$ cat src/rtl/lsu_pkg.sv
// Shared constants and state encoding for the load/store initiator.
package lsu_pkg;

    localparam int unsigned DATA_W = 32;

    localparam logic [2:0] F3_B  = 3'b000;
    localparam logic [2:0] F3_H  = 3'b001;
    localparam logic [2:0] F3_W  = 3'b010;
    localparam logic [2:0] F3_BU = 3'b100;
    localparam logic [2:0] F3_HU = 3'b101;

    typedef enum logic [2:0] {
        IDLE   = 3'd0,
        LOAD   = 3'd1,
        RMW_RD = 3'd2,
        WRITE  = 3'd3,
        RESP   = 3'd4
    } lsu_state_t;

endpackage

$ cat src/rtl/lsu_lane_align.sv
// Byte/half lane handling: load extract with sign/zero extension and store merge
// into a read word. Shared by the LOAD and RMW_RD paths.
module lsu_lane_align
    import lsu_pkg::*;
(
    input  logic [2:0]        i_Funct3,
    input  logic [1:0]        i_Lane,
    input  logic [DATA_W-1:0] i_Rd,
    input  logic [15:0]       i_WData,
    output logic [DATA_W-1:0] o_Load_c,
    output logic [DATA_W-1:0] o_Merge_c
);

    logic [7:0]  w_byte;
    logic [15:0] w_half;
    logic        w_sext;

    assign w_byte = i_Rd[{i_Lane, 3'b000} +: 8];
    assign w_half = i_Lane[1] ? i_Rd[31:16] : i_Rd[15:0];
    assign w_sext = ~i_Funct3[2];

    always_comb begin
        o_Load_c  = i_Rd;
        o_Merge_c = i_Rd;
        case (i_Funct3[1:0])
            F3_B[1:0]: begin
                o_Load_c = {{24{w_byte[7] & w_sext}}, w_byte};
                o_Merge_c[{i_Lane, 3'b000} +: 8] = i_WData[7:0];
            end
            F3_H[1:0]: begin
                o_Load_c = {{16{w_half[15] & w_sext}}, w_half};
                o_Merge_c[{i_Lane[1], 4'b0000} +: 16] = i_WData;
            end
            default: begin
                o_Load_c  = i_Rd;
                o_Merge_c = i_Rd;
            end
        endcase
    end

endmodule

$ cat src/rtl/lsu_mem_initiator.sv
// Load/store initiator between core datapath and word-addressed data memory.
// Optional macro LSU_MISALIGN_TRAP_EN: misaligned H/W requests error instead of force-aligning.
module lsu_mem_initiator
    import lsu_pkg::*;
#(
    parameter int unsigned ADDR_W = 10
) (
    input  logic              i_CLK,
    input  logic              i_Reset,
    input  logic              i_Req_Valid,
    output logic              o_Req_Ready,
    input  logic              i_Req_Write,
    input  logic [2:0]        i_Req_Funct3,
    input  logic [ADDR_W-1:0] i_Req_Addr,
    input  logic [DATA_W-1:0] i_Req_WData,
    output logic              o_Rsp_Valid,
    output logic [DATA_W-1:0] o_Rsp_RData,
    output logic              o_Rsp_Err,
    output logic [ADDR_W-3:0] o_Mem_A,
    output logic              o_Mem_WE,
    output logic [DATA_W-1:0] o_Mem_WD,
    input  logic [DATA_W-1:0] i_Mem_RD
);

    lsu_state_t        r_state, w_state_nxt;
    logic [2:0]        r_funct3;
    logic              r_write;
    logic [ADDR_W-1:0] r_addr;
    logic [15:0]       r_wdata;
    logic              r_req_ready, r_rsp_valid, r_rsp_err, r_mem_we;
    logic [DATA_W-1:0] r_rsp_rdata, r_mem_wd;

    logic              w_accept, w_invalid, w_misalign, w_req_err, w_rsp_err_nxt;
    logic [ADDR_W-1:0] w_addr_aligned;
    logic [DATA_W-1:0] w_rsp_rdata_nxt, w_mem_wd_nxt, w_load_c, w_merge_c;

    // Request classification on the incoming (not yet latched) request
    assign w_invalid = !(i_Req_Funct3 inside {F3_B, F3_H, F3_W, F3_BU, F3_HU})
                     || (i_Req_Write && i_Req_Funct3[2]);
    assign w_misalign = ((i_Req_Funct3[1:0] == F3_H[1:0]) && i_Req_Addr[0])
                     || ((i_Req_Funct3[1:0] == F3_W[1:0]) && (i_Req_Addr[1:0] != 2'b00));

    always_comb begin
        w_addr_aligned = i_Req_Addr;
        if (w_misalign)
            w_addr_aligned[1:0] = (i_Req_Funct3[1:0] == F3_W[1:0]) ? 2'b00 : {i_Req_Addr[1], 1'b0};
    end

`ifdef LSU_MISALIGN_TRAP_EN
    assign w_req_err = w_invalid || w_misalign;
`else
    assign w_req_err = w_invalid;
`endif

    lsu_lane_align u_lane_align (
        .i_Funct3  (r_funct3),
        .i_Lane    (r_addr[1:0]),
        .i_Rd      (i_Mem_RD),
        .i_WData   (r_wdata),
        .o_Load_c  (w_load_c),
        .o_Merge_c (w_merge_c)
    );

    always_ff @(posedge i_CLK or negedge i_Reset) begin
        if (!i_Reset) r_state <= IDLE;
        else          r_state <= w_state_nxt;
    end

    always_comb begin
        w_state_nxt     = r_state;
        w_accept        = 1'b0;
        w_rsp_err_nxt   = 1'b0;
        w_rsp_rdata_nxt = '0;
        w_mem_wd_nxt    = '0;
        case (r_state)
            IDLE: begin
                if (i_Req_Valid) begin
                    w_accept = 1'b1;
                    if (w_req_err) begin
                        w_state_nxt   = RESP;
                        w_rsp_err_nxt = 1'b1;
                    end else if (!i_Req_Write) begin
                        w_state_nxt = LOAD;
                    end else if (i_Req_Funct3[1:0] == F3_W[1:0]) begin
                        w_state_nxt  = WRITE;
                        w_mem_wd_nxt = i_Req_WData;
                    end else begin
                        w_state_nxt = RMW_RD;
                    end
                end
            end
            LOAD: begin
                w_state_nxt     = RESP;
                w_rsp_rdata_nxt = r_write ? '0 : w_load_c;
            end
            RMW_RD: begin
                w_state_nxt  = WRITE;
                w_mem_wd_nxt = w_merge_c;
            end
            WRITE:   w_state_nxt = RESP;
            RESP:    w_state_nxt = IDLE;
            default: w_state_nxt = IDLE;
        endcase
    end

    // Registered outputs follow the next state so they line up with it
    always_ff @(posedge i_CLK or negedge i_Reset) begin
        if (!i_Reset) begin
            r_req_ready <= 1'b1;
            r_rsp_valid <= 1'b0;
            r_rsp_err   <= 1'b0;
            r_rsp_rdata <= '0;
            r_mem_we    <= 1'b0;
            r_mem_wd    <= '0;
        end else begin
            r_req_ready <= (w_state_nxt == IDLE);
            r_rsp_valid <= (w_state_nxt == RESP);
            r_rsp_err   <= w_rsp_err_nxt;
            r_rsp_rdata <= w_rsp_rdata_nxt;
            r_mem_we    <= (w_state_nxt == WRITE);
            r_mem_wd    <= w_mem_wd_nxt;
        end
    end

    always_ff @(posedge i_CLK or negedge i_Reset) begin
        if (!i_Reset) begin
            r_funct3 <= '0;
            r_write  <= 1'b0;
            r_addr   <= '0;
            r_wdata  <= '0;
        end else if (w_accept) begin
            r_funct3 <= i_Req_Funct3;
            r_write  <= i_Req_Write;
            r_addr   <= w_addr_aligned;
            r_wdata  <= i_Req_WData[15:0];
        end
    end

    assign o_Req_Ready = r_req_ready;
    assign o_Rsp_Valid = r_rsp_valid;
    assign o_Rsp_RData = r_rsp_rdata;
    assign o_Rsp_Err   = r_rsp_err;
    assign o_Mem_A     = r_addr[ADDR_W-1:2];
    assign o_Mem_WE    = r_mem_we;
    assign o_Mem_WD    = r_mem_wd;

endmodule

$ cat config.mk
export PLATFORM = sky130hd
export DESIGN_NAME = lsu_mem_initiator
export DESIGN_NICKNAME = d
export VERILOG_FILES = /design/src/rtl/lsu_pkg.sv /design/src/rtl/lsu_lane_align.sv /design/src/rtl/lsu_mem_initiator.sv
export SDC_FILE = /design/constraint.sdc
export NUM_CORES = 1
export LEC_CHECK = 0
export BUFFER_PORTS_ARGS = -buffer_cell sky130_fd_sc_hd__clkbuf_2
export CORE_MARGIN = 1
export CORE_UTILIZATION = 50
export CTS_CLUSTER_SIZE = 24
export DETAILED_ROUTE_END_ITERATION = 6
export GPL_ROUTABILITY_DRIVEN = 0
export PLACE_DENSITY_LB_ADDON = 0.2
export REMOVE_ABC_BUFFERS = 1
export SLEW_MARGIN = 10
export SYNTH_ARGS = -nofsm -noshare
export SYNTH_HDL_FRONTEND = slang
export SYNTH_SLANG_ARGS = --single-unit
$ cat constraint.sdc
create_clock -name i_CLK -period 4.36 [get_ports i_CLK]
set_input_delay 0 -clock i_CLK [delete_from_list [all_inputs] [get_ports i_CLK]]
set_output_delay 0 -clock i_CLK [all_outputs]
set_load 0.02 [all_outputs]
After elaboration in Yosys (flattened, before gate mapping)
Index checks and enable logic that the tools add are counted.
Operators by class
  add/sub/neg operators: 2
  bitwise gates (word level): 3
  muxes and demuxes: 24
  shift operators: 5
  eq/ne operators: 12
  reductions and logical operators: 13
Operators with widths (count)
  2-to-1 mux 32 bit: 6
  one-hot mux 32 bit (2 select lines): 3
  bitwise mux 32 bit: 2
  variable shift 16 x 7 -> 32 bit (first input constant): 1
  variable shift 8 x 7 -> 32 bit (first input constant): 1
  variable part select 16 x 7 -> 32 bit: 1
  variable part select 32 x 6 -> 8 bit: 1
  variable part select 8 x 7 -> 32 bit: 1
  2-to-1 mux 16 bit: 1
  negator 5 -> 7 bit: 2
  equality test 3 x 2 -> 1 bit (second input constant): 4
  equality test 3 bit (second input constant): 3
  logical NOT 3 bit: 3
  one-hot mux 3 bit (3 select lines): 1
  equality test 3 x 1 -> 1 bit (second input constant): 2
  2-to-1 mux 1 bit: 6
  2-to-1 mux 2 bit: 3
  2-to-1 mux 3 bit: 2
  nonzero test 5 bit: 1
  equality test 2 x 1 -> 1 bit (second input constant): 2
  logical AND 1 bit: 3
  bitwise AND 1 bit: 2
  equality test 2 bit (second input constant): 1
  logical NOT 2 bit: 1
  5 further kinds: 6
Storage, ports and cells
  flip-flop bits (word level): 101
  bits of input ports: 81

Longest topological paths before layout
  depth in word-level cells: 8
  mapped depth: 9
  gate-level depth less buffers: 6

Hierarchy
Synthesis repeated with hierarchy kept, for this count alone.
Unflattened totals
  cell total of the unflattened synthesis: 567
  area total of the unflattened synthesis: 5346.4 um^2
By module, submodules not included
  lsu_mem_initiator: seq. area each 2528.7 um^2, cells an instance 303, area an instance 3738.6 um^2, times used 1
  lsu_lane_align: seq. area each 0.0 um^2, cells an instance 264, area an instance 1607.8 um^2, times used 1

Worst setup path before layout
OpenSTA, ideal clock, no wires.
  kind: reg2reg
  start: register r_addr[0]
  end: register r_mem_wd[0], in the netlist o_Mem_WD[0]
  clock period less this slack: 2338 ps
  data arrival time: 2273 ps
  setup slack: 2022 ps
  required time: 4295 ps
  path buffers: 2
  stages on the path, launching flop included: 9
  cells stage by stage: dfrtp_1 -> buf_2 -> buf_2 -> inv_1 -> ha_1 -> nor3b_1 -> a221oi_1 -> nor4_1 -> a21o_1
On the way
  longest elaborated chain between the ends: 5
  elaborated cells on any way between the ends: 6
  those cells by class: add/sub: 1; shift: 2; mux: 3
RTL lines
  start, declared: line lsu_mem_initiator.sv:28  | logic [ADDR_W-1:0] r_addr;
  start signal, assigned: line lsu_mem_initiator.sv:134  | r_addr <= w_addr_aligned;
  negator 5 -> 7 bit *: line lsu_lane_align.sv:28  | o_Merge_c[{i_Lane, 3'b000} +: 8] = i_WData[7:0];
  variable part select 8 x 7 -> 32 bit or variable shift 8 x 7 -> 32 bit (tied branches): line lsu_lane_align.sv:28
  bitwise mux 32 bit *: line lsu_lane_align.sv:28
  one-hot mux 32 bit (2 select lines) *: line lsu_lane_align.sv:25  | case (i_Funct3[1:0])
  one-hot mux 32 bit (2 select lines) *: line lsu_mem_initiator.sv:75  | case (r_state)
  via w_mem_wd_nxt[0]: line lsu_mem_initiator.sv:35  | logic [DATA_W-1:0] w_rsp_rdata_nxt, w_mem_wd_nxt, w_load_c, w_merge_c;
  end signal, assigned: line lsu_mem_initiator.sv:121  | r_mem_wd <= w_mem_wd_nxt;
  end, declared: line lsu_mem_initiator.sv:31  | logic [DATA_W-1:0] r_rsp_rdata, r_mem_wd;
Mark *: on every way through the listed nets, which the timed path passes. The rest lies on a longest branch.
A chain may end at the register's enable or synchronous reset.

Worst setup path in the final report
  start: register r_addr[0]
  end: register r_mem_wd[2], in the netlist o_Mem_WD[2]
The elaborated chain is that of the path after synthesis.

==> flow_summary.ini <==
[critical_path]
worst_ep_arrival_time_ps = 3460
crit_type = flop to flop
crit_path_end_kind = flop
path_max_fanout = 17
slowest_delay_ps = 890
cp-start-kind = flop
cp_cell_sequence = inv_1, ha_1, nor3b_1, a221oi_1, nor4_1, a21o_1
critPathRequiredTime_ps = 4670
cp_slowest_cell = nor3b_1

[global_routing]
antenna_found_initial = 0
grt_pass1_wl_mm = 24.4
grt_pass1_vias = 4657
grt_max_degree = 58
grt_use_met3_pct = 6.02
grt_use_met1_pct = 42.5
gr-total-overflow = 0
busiest_layer = met2
track_usage_pct = 31.4
grtUsageMet2_pct = 49.1

[synthesis]
synth-edff-count = 0
synth.distinct_cells = 43
synth.area.top_cells = dfrtp_1, a221oi_1, mux2_2
ys_async_sr_fraction_pct = 100
netlist_area_sq_mm = 0.00504
yosys.area.top_type = dfrtp_1
synth_cells = 466
synth_flop_cell = dfrtp_1
synth.top_cell.area_share_pct = 49.6
yosys_warnings = 0
ys_ff_latch = 101
synth_area_per_cell_sq_um = 10.8
yosysSeqAreaShare_pct = 50.2

[timing]
setup_tns_ps = 0
grt_setup_unrepaired = false
max_freq_mhz = 318
relSlewSlack_pct = 26.0
setup_viol = 0
fin_crit_sh_pct = 72.2
fin_skew_ps = 11.2
worstMarginPinSlew_ps = 1100
period_minus_slack_ps = 3150
final-max-slew-violation-count = 0
hold_violations = 0
setup_slack_ps = 1210
holdWs_ps = 2.55

[routing]
via_count = 4913
drt_wl_total_mm = 16.3
firstDrtPassIters = 7
drtIter0Drc = 569
viasPerCell = 6.08
antenna_left = 0
wl_per_cell_um = 20.1
route.detailed.drc = 0

[floorplan]
die_height_um = 102
fp-row-count = 36
die_w_um = 102
coreArea_sq_mm = 0.00977
io_pins = 157
design.die.area_sq_mm = 0.0105
start_util_pct = 51.6

[pwr]
vdd.ir_drop.worst_uv = 295
leakage_nw = 3.36
finalPower_mw = 4.04
p_per_area_mw_per_mm2 = 595

[cells_and_area]
antennaDiodeCount = 0
fin_nets = 756
final_cells = 808
fin_util_pct = 69.5
n_fill_cell = 765
final_area_sq_mm = 0.00680
drive_above_1_share_pct = 32.4
syn2layout_area_growth_pct = 34.8

[place]
numPortBuffers = 156
detailed_place_hpwl_mm = 10.5
placed_cells = 719
placed_area_sq_mm = 0.00585
pre_cts_ws_ps = 1360

[cts]
cts_sinks = 101
cts_resized = 0
cts_tree = done
numCtsBuffers = 9
cts.clk_slew.worst_paths_ps = 100
cts_buffer_depth = 2
h-tree-depth = 3
insertion_delay_ps = 370
cts-root-buf = clkbuf_8

[run_status]
status = completed

[min_path]
hold_class = primary input to flop

[flow_run]
drv_cap = 0
power breakdown:
part	leakage (nW)	switching (mW)	internal (mW)
registers	1.33	0.321	1.22
logic	1.93	1.13	0.732
clock network	0.101	0.318	0.323
total	3.36	1.77	2.27
per-layer routing:
metal	up-vias	routed length, um
li1	2186	-
met1	2380	6580
met2	306	7780
met3	41	1500
met4	0	406
met5	-	0
cell usage in the layout, fill, tap and decap left out, types with 7 or more instances in the layout:
cell	n
a2111oi_0	7
a21o_1	25
a221oi_1	39
buf_4	8
clkbuf_2	155
clkbuf_8	9
dfrtp_1	100
dlygate4sd3_1	73
inv_1	15
mux2_2	28
mux4_2	7
nand2_1	47
nor2_1	22
nor4_1	9
o21ai_0	21
o22ai_1	23
o31ai_1	23
o32ai_1	8
or3_1	8
registers in the layout, summed over array words and instances (netlist names), 3 cells and up:
name and cells:
r_wdata 16, o_Rsp_RData 32, r_state 3, o_Mem_WD 32
r_funct3 3, r_addr 10
worst max-delay path, delay by kind of cell (launching register included):
family / cells / cell delay [ps]
flip-flops: 1 / 880
AND/OR/NAND/NOR: 2 / 1200
buffers and inverters: 1 / 260
AO/OA/AOI/OAI: 2 / 340
adder cells (fa/ha/maj): 1 / 410
synthesized netlist by cell type, types with 8 or more instances:
master    number
buf_4          8
a21o_1        25
nor2_1        22
o31ai_1       23
nor4_1         9
nand2_1       47
o22ai_1       23
o32ai_1        8
a221oi_1      39
mux2_2        28
clkbuf_1      30
or3_1          8
inv_1         15
dfrtp_1      100
o21ai_0       21
cell type report:
class / count / area (sq um) / area share (%)
multi-input combinational: 305 / 2260 / 33.3
timing repair buffer: 236 / 1570 / 23.0
inverter: 17 / 63.8 / 0.939
sequential: 101 / 2530 / 37.2
clock buffer: 12 / 135 / 1.99
clock inverter: 4 / 72.6 / 1.07
tap: 133 / 166 / 2.45
worst paths after layout:
kind	end	slack, ps	cells after the start	startpoint
setup reg to reg	o_Mem_WD[2]	1210	6	r_addr[0]
setup / recovery	o_Mem_WD[2]	1210	6	r_addr[0]
hold reg to reg	r_addr[6]	510	1	r_addr[6]
hold / removal	o_Rsp_RData[4]	3	3	i_Mem_RD[4]
min in group asynchronous	o_Rsp_RData[20]	230	2	i_Reset
max in group asynchronous	r_addr[1]	3090	3	i_Reset
cell families (layout without fill, tap and decap cells):
group                      Yosys count  count (layout)  synth area share (%)
AOI/OAI and AO/OA                  159             159                  23.5
and+or+nand+nor                    105             105                  10.2
DFF                                101             101                  50.2
buffers and inverters               60             269                  5.29
muxes                               36              36                  9.58
adders and majority gates            5               5                  1.24
timing repair:
item | 4_1_cts | 5_1_grt
buffers inserted | 0 | 0
endpoints found under the hold margin | 144 | 0
hold buffers | 73 | 0
Power figures use the tool's default switching activity.
